===== config.mk =====
export PLATFORM = sky130hd
export DESIGN_NAME = multicycle_controller
export DESIGN_NICKNAME = d
export VERILOG_FILES = /design/src/rtl/ctrl_pkg.sv /design/src/rtl/cond_eval.sv /design/src/rtl/multicycle_controller.sv
export SDC_FILE = /design/constraint.sdc
export NUM_CORES = 1
export LEC_CHECK = 0
export ABC_AREA = 1
export CAP_MARGIN = 20
export CORE_MARGIN = 2
export CORE_UTILIZATION = 32
export DETAILED_ROUTE_END_ITERATION = 8
export PLACE_DENSITY = 0.83
export SLEW_MARGIN = 20
export SYNTH_ARGS = -nofsm -noshare
export SYNTH_HDL_FRONTEND = slang
export SYNTH_HIERARCHICAL = 1
export SYNTH_SLANG_ARGS = --single-unit

===== constraint.sdc =====
create_clock -name clk -period 1.2 [get_ports clk]
set_clock_uncertainty 0.05 [all_clocks]
set_input_delay 0.24 -clock clk [delete_from_list [all_inputs] [get_ports clk]]
set_output_delay 0.24 -clock clk [all_outputs]
set_load 0.01 [all_outputs]

===== src/rtl/ctrl_pkg.sv =====
// Shared encodings for the multicycle controller: states, opcode fields,
// condition codes and datapath mux selects.
package ctrl_pkg;

  typedef enum logic [3:0] {
    StFetch  = 4'd0,
    StDecode = 4'd1,
    StExecR  = 4'd2,
    StExecI  = 4'd3,
    StWbAlu  = 4'd4,
    StLoad   = 4'd5,
    StLoadWb = 4'd6,
    StStore  = 4'd7,
    StBrCalc = 4'd8,
    StBrTake = 4'd9,
    StJump   = 4'd10,
    StHalt   = 4'd11
  } state_t;

  localparam logic [3:0] OP_RTYPE   = 4'b0000;
  localparam logic [3:0] OP_ANDI    = 4'b0001;
  localparam logic [3:0] OP_ORI     = 4'b0010;
  localparam logic [3:0] OP_XORI    = 4'b0011;
  localparam logic [3:0] OP_SPECIAL = 4'b0100;
  localparam logic [3:0] OP_ADDI    = 4'b0101;
  localparam logic [3:0] OP_SUBI    = 4'b1001;
  localparam logic [3:0] OP_CMPI    = 4'b1011;
  localparam logic [3:0] OP_BCOND   = 4'b1100;
  localparam logic [3:0] OP_MOVI    = 4'b1101;

  localparam logic [3:0] EXT_LOAD  = 4'b0000;
  localparam logic [3:0] EXT_HALT  = 4'b0001;
  localparam logic [3:0] EXT_STORE = 4'b0100;
  localparam logic [3:0] EXT_CMP   = 4'b1011;
  localparam logic [3:0] EXT_JCOND = 4'b1100;

  localparam logic [3:0] COND_EQ = 4'b0000;
  localparam logic [3:0] COND_NE = 4'b0001;
  localparam logic [3:0] COND_CS = 4'b0010;
  localparam logic [3:0] COND_CC = 4'b0011;
  localparam logic [3:0] COND_HI = 4'b0100;
  localparam logic [3:0] COND_LS = 4'b0101;
  localparam logic [3:0] COND_GT = 4'b0110;
  localparam logic [3:0] COND_LE = 4'b0111;
  localparam logic [3:0] COND_FS = 4'b1000;
  localparam logic [3:0] COND_FC = 4'b1001;
  localparam logic [3:0] COND_UC = 4'b1110;

  localparam int unsigned PSR_N = 4;
  localparam int unsigned PSR_Z = 3;
  localparam int unsigned PSR_F = 2;
  localparam int unsigned PSR_L = 1;
  localparam int unsigned PSR_C = 0;

  localparam logic       PC_RSRC    = 1'b0;
  localparam logic       PC_ALU     = 1'b1;
  localparam logic       MEM_RDEST  = 1'b0;
  localparam logic       MEM_PC     = 1'b1;
  localparam logic [1:0] WD_IMM     = 2'd0;
  localparam logic [1:0] WD_RSRC    = 2'd1;
  localparam logic [1:0] WD_MEM     = 2'd2;
  localparam logic [1:0] WD_ALU     = 2'd3;
  localparam logic [1:0] ALUA_RSRC  = 2'd0;
  localparam logic [1:0] ALUA_PC    = 2'd1;
  localparam logic [1:0] ALUA_IMM   = 2'd2;
  localparam logic [1:0] ALUA_ZERO  = 2'd3;
  localparam logic [1:0] ALUB_RDEST = 2'd0;
  localparam logic [1:0] ALUB_IMM   = 2'd1;
  localparam logic [1:0] ALUB_ONE   = 2'd2;

  function automatic logic is_itype(input logic [3:0] op);
    return (op == OP_ANDI) || (op == OP_ORI) || (op == OP_XORI) || (op == OP_ADDI) ||
           (op == OP_SUBI) || (op == OP_CMPI) || (op == OP_MOVI);
  endfunction

  function automatic logic is_signed_imm(input logic [3:0] op);
    return (op == OP_ADDI) || (op == OP_SUBI) || (op == OP_CMPI);
  endfunction

endpackage


===== src/rtl/cond_eval.sv =====
// Evaluates a branch/jump condition code against the PSR flags.
module cond_eval
  import ctrl_pkg::*;
#(
  parameter int unsigned OPBITS = 4,
  parameter int unsigned PSRL   = 5
) (
  input  logic [OPBITS-1:0] cond,
  input  logic [PSRL-1:0]   psr_out,
  output logic              taken
);

  always_comb begin
    taken = 1'b0;
    case (cond)
      COND_EQ: taken = psr_out[PSR_Z];
      COND_NE: taken = ~psr_out[PSR_Z];
      COND_CS: taken = psr_out[PSR_C];
      COND_CC: taken = ~psr_out[PSR_C];
      COND_HI: taken = psr_out[PSR_L];
      COND_LS: taken = ~psr_out[PSR_L];
      COND_GT: taken = psr_out[PSR_N];
      COND_LE: taken = ~psr_out[PSR_N];
      COND_FS: taken = psr_out[PSR_F];
      COND_FC: taken = ~psr_out[PSR_F];
      COND_UC: taken = 1'b1;
      default: taken = 1'b0;
    endcase
  end

endmodule


===== src/rtl/multicycle_controller.sv =====
// Moore FSM sequencing the 16-bit multicycle datapath through
// fetch/decode/execute/memory/writeback.
module multicycle_controller
  import ctrl_pkg::*;
#(
  parameter int unsigned OPBITS = 4,
  parameter int unsigned PSRL   = 5,
  parameter int unsigned STBITS = 4
) (
  input  logic              clk,
  input  logic              reset,
  input  logic [OPBITS-1:0] op_code,
  input  logic [OPBITS-1:0] op_ext,
  input  logic [OPBITS-1:0] cond,
  input  logic [PSRL-1:0]   psr_out,
  output logic              pc_s,
  output logic              mem_s,
  output logic [1:0]        wd_s,
  output logic [1:0]        alua_s,
  output logic [1:0]        alub_s,
  output logic              inst_en,
  output logic              alu_out_en,
  output logic              mem_reg_en,
  output logic              pc_en,
  output logic              psr_en,
  output logic              se_sign,
  output logic              reg_wr,
  output logic              mem_we,
  output logic              halted,
  output logic [STBITS-1:0] state
);

  state_t state_q, state_d;
  logic   taken;

  cond_eval #(
    .OPBITS (OPBITS),
    .PSRL   (PSRL)
  ) u_cond_eval (
    .cond    (cond),
    .psr_out (psr_out),
    .taken   (taken)
  );

  always_ff @(posedge clk or posedge reset) begin
    if (reset) begin
      state_q <= StFetch;
    end else begin
      state_q <= state_d;
    end
  end

  assign state = STBITS'(state_q);

  always_comb begin
    state_d    = StFetch;
    pc_s       = 1'b0;
    mem_s      = 1'b0;
    wd_s       = WD_IMM;
    alua_s     = ALUA_RSRC;
    alub_s     = ALUB_RDEST;
    inst_en    = 1'b0;
    alu_out_en = 1'b0;
    mem_reg_en = 1'b0;
    pc_en      = 1'b0;
    psr_en     = 1'b0;
    se_sign    = 1'b0;
    reg_wr     = 1'b0;
    mem_we     = 1'b0;
    halted     = 1'b0;

    case (state_q)
      StFetch: begin
        mem_s      = MEM_PC;
        inst_en    = 1'b1;
        alua_s     = ALUA_PC;
        alub_s     = ALUB_ONE;
        // alu_out is not captured while reset is held.
        alu_out_en = ~reset;
        state_d    = StDecode;
      end
      StDecode: begin
        pc_en = 1'b1;
        pc_s  = PC_ALU;
        if (op_code == OP_RTYPE) begin
          state_d = StExecR;
        end else if (is_itype(op_code)) begin
          state_d = StExecI;
        end else if (op_code == OP_SPECIAL) begin
          case (op_ext)
            EXT_LOAD:  state_d = StLoad;
            EXT_STORE: state_d = StStore;
            EXT_JCOND: state_d = StJump;
            EXT_HALT:  state_d = StHalt;
            default:   state_d = StFetch;
          endcase
        end else if (op_code == OP_BCOND) begin
          state_d = StBrCalc;
        end else begin
          state_d = StFetch;
        end
      end
      StExecR: begin
        alua_s     = ALUA_RSRC;
        alub_s     = ALUB_RDEST;
        alu_out_en = 1'b1;
        psr_en     = 1'b1;
        state_d    = (op_ext == EXT_CMP) ? StFetch : StWbAlu;
      end
      StExecI: begin
        alua_s  = ALUA_IMM;
        alub_s  = ALUB_RDEST;
        se_sign = is_signed_imm(op_code);
        if (op_code == OP_MOVI) begin
          // MOVI writes the zero-extended immediate directly.
          reg_wr  = 1'b1;
          wd_s    = WD_IMM;
          state_d = StFetch;
        end else begin
          alu_out_en = 1'b1;
          psr_en     = 1'b1;
          state_d    = (op_code == OP_CMPI) ? StFetch : StWbAlu;
        end
      end
      StWbAlu: begin
        reg_wr  = 1'b1;
        wd_s    = WD_ALU;
        state_d = StFetch;
      end
      StLoad: begin
        mem_s      = MEM_RDEST;
        mem_reg_en = 1'b1;
        state_d    = StLoadWb;
      end
      StLoadWb: begin
        reg_wr  = 1'b1;
        wd_s    = WD_MEM;
        state_d = StFetch;
      end
      StStore: begin
        mem_s   = MEM_RDEST;
        mem_we  = 1'b1;
        state_d = StFetch;
      end
      StBrCalc: begin
        alua_s     = ALUA_PC;
        alub_s     = ALUB_IMM;
        se_sign    = 1'b1;
        alu_out_en = 1'b1;
        state_d    = taken ? StBrTake : StFetch;
      end
      StBrTake: begin
        pc_en   = 1'b1;
        pc_s    = PC_ALU;
        state_d = StFetch;
      end
      StJump: begin
        pc_s    = PC_RSRC;
        pc_en   = taken;
        state_d = StFetch;
      end
      StHalt: begin
        halted  = 1'b1;
        state_d = StHalt;
      end
      default: state_d = StFetch;
    endcase
  end

endmodule


==> reports/qor.yml, run 1 <==
clock_tree:
  h-tree-depth: 1
  clock_latency_ns: 0.24
  cts.sinks: 4
  clk_pin_slew_ns: 0.05
  cts_root_buffer: "clkbuf_4"
  cts-buffers-inserted: 3
  cts_buffer_depth: 2
  holdBufCountCts: 0
  cts_tree: "done"
power:
  power_frac_clock_pct: 35.6
  leakage_nw: 0.782
  vdd_ir_drop_max_mv: 0.285
  intPower_uw: 339
  power_density_nw_per_um2: 354
  finalPower_uw: 520
  switching_share_pct: 34.9
  pwr-share-comb_pct: 38.4
  p_sw_uw: 182
  seqPwrFrac_pct: 26.0
cells_and_area:
  seqCellArea_um2: 104
  fin_nets: 223
  multiInputGateArea_um2: 567
  drive_above_1_share_pct: 56.9
  final_cells: 227
  num-fill-cells: 115
  largest_reg_flops: 4
  syn2layout_area_growth_pct: 137
  fin_util_pct: 82.5
  diodes: 0
run:
  cap_viol_max_count: 0
logic_synthesis:
  synth.area.top_cells: "nand2_1, dfrtp_1, nor2_1"
  mappedNetlistArea_um2: 621
  synth-adder-area-share_pct: 0
  synth_mux_area_share_pct: 0
  synth-xor-area-share_pct: 0
  synth.net_count: 143
  synth_top_family_by_area: "simple AND/OR/NAND/NOR gates"
  ys_seq_elements: 4
  syn_avg_cell_area_um2: 5.00
  synth_top_area_cell: "nand2_1"
  ys_seq_area_share_pct: 16.1
  netlist_instances: 124
  yosys_warnings: 6
  yosys.area_share.simple_pct: 57.1
  synthDominantCellAreaShare_pct: 23.6
  yosysUniqueCellTypes: 18
  synth-compound-area-share_pct: 9.88
critical_path:
  crit_type: "reg2out"
  crit_fanout: 4
  startpoint_type: "register"
  crit_path_end_kind: "primary output"
  required_ns: 0.91
  worstPathArrival_ns: 1.42
die:
  fp.dieW_um: 48.0
  die_area_um2: 2310
  design.portCount: 40
  rows: 15
  core_area_um2: 1780
  initial_core_util_pct: 34.8
  fp.dieH_um: 48.0
drt:
  remaining_drc_errors: 0
  vias: 1240
  drt-vias-per-instance: 5.46
  drt-total-wl_um: 3740
  drtIter0Drc: 44
  postRouteAntennaNets: 0
  drt_first_pass_iters: 4
  wl_per_cell_um: 16.5
place:
  portBuffers: 39
  hpwlAfterDp_um: 2010
  gp_congestion: 0.926
  dp.cells: 213
sta:
  finalSetupViolCount: 25
  slew_headroom_pct: 85.3
  slew_viol_final: 0
  setup_ws_ns: -0.505
  rsz0062_at_grt: "true"
  fmax_mhz: 586
  hold_viol_final: 0
  tightest_slew_ns: 0.220
  fin_crit_ns: 1.71
  holdWs_ns: 0.307
  fin_crit_sh_pct: 142
global_routing:
  grt_max_degree: 7
  grt_pass1_wl_um: 4460
  grt_overflow: 0
  grt_usage_pct: 28.3
  antenna_found_initial: 0
  grt_pass1_vias: 1088
min_path:
  hold_class: "in2async"
outcome:
  status: "finished, violations left"
  violations: "setup timing"
-- layout make-up --
class	instances	area share [%]
Tap cell	25	2.13
Clock buffer	3	1.53
Inverter	24	6.46
Timing Repair Buffer	77	44.3
Sequential cell	4	7.06
Multi-Input combinational cell	94	38.5
-- cells by family after synthesis --
logic type | count (synthesis)
and+or+nand+nor | 84
DFF | 4
buffers and inverters | 26
AOI/OAI and AO/OA | 10
-- cells in the mapped netlist --
master and count:
a211oi_1 1, a21o_1 1, a21oi_1 3, a31o_2 1, buf_4 2, dfrtp_1 4
inv_1 20, inv_2 4, nand2_1 39, nand3_1 13, nand4_1 3, nor2_1 22
nor2_2 4, nor3_1 2, o21ai_0 1, o21ai_1 1, o22ai_1 2, or2_0 1
-- worst max-delay path, cell delays in order, from the launching register on --
cell and delay (ns):
dfrtp_1 0.45, inv_2 0.07, or2_4 0.26, nor2_4 0.14, inv_2 0.06, nand2_1 0.06, buf_2 0.13
-- worst paths after layout --
kind	from	endpoint	slack, ns	depth (start not counted)
worst max-delay path	state[1]	psr_en	-0.51	6
worst min-delay path	reset	state[1]	0.31	3
worst max register to register	state[1]	state[0]	-0.31	8
worst min register to register	state[3]	state[1]	0.89	6
max in group asynchronous	reset	state[0]	0.66	3
min in group clk	op_code[2]	state[3]	0.63	5
-- layout by cell type, fill, tap and decap left out, types with 3 or more instances in the layout --
cell type         n
inv_1            14
buf_6            22
inv_2             8
nand3_1           9
nor2_1            9
nand3_2           4
nand4_1           3
nand2_1          30
clkbuf_4          3
buf_2            12
dfrtp_2           3
dlygate4sd2_1     7
nor2_2           10
clkdlybuf4s50_1   5
nand2_2           8
nor2_4            7
buf_4            27
-- repair_timing --
item | in CTS | in global routing
gates resized for setup | 123 | 51
cloned | 0 | 0
buffers inserted | 9 | 5
setup endpoints to repair | 25 | 25
pin swaps | 18 | 18
-- metal layers --
metal / up-vias / track usage (%) / share of wire, %
met3: 31 / 3.77 / 6.6
met5: - / 0 / 0
met1: 563 / 30.1 / 36
met4: 0 / 14.6 / 7.7
met2: 97 / 53.1 / 50
li1: 549 / - / -
-- through the flow --
stage	setup slack [ns]	cell area, um^2	setup TNS, ns
after CTS	-0.410	1380	-6.21
after detailed placement	-1.08	1270	-13.05
after global routing	-0.698	1470	-10.42
after floorplan	-0.0710	663	-0.258
final	-0.505	1470	-7.77
after global placement	-1.04	1270	-11.92
-- power groups by stage --
stage	clock (mW)	sequential, mW	combinational, mW
CTS	0.170	0.136	0.176
global placement	0	0.137	0.178
detailed placement	0	0.137	0.185
global route	0.209	0.135	0.218
floorplan	0	0.137	0.0707
finish	0.185	0.135	0.200
No activity file was read; power rests on OpenSTA's default activity.
==> run 2: changes to the inputs <==
--- a/config.mk
+++ b/config.mk
@@ -11,7 +11,6 @@
 export CORE_UTILIZATION = 32
 export DETAILED_ROUTE_END_ITERATION = 8
 export PLACE_DENSITY = 0.83
-export SLEW_MARGIN = 20
 export SYNTH_ARGS = -nofsm -noshare
 export SYNTH_HDL_FRONTEND = slang
 export SYNTH_HIERARCHICAL = 1
==> results of run 2 <==
Final layout, timing and power as in run 1 (identical DEF).
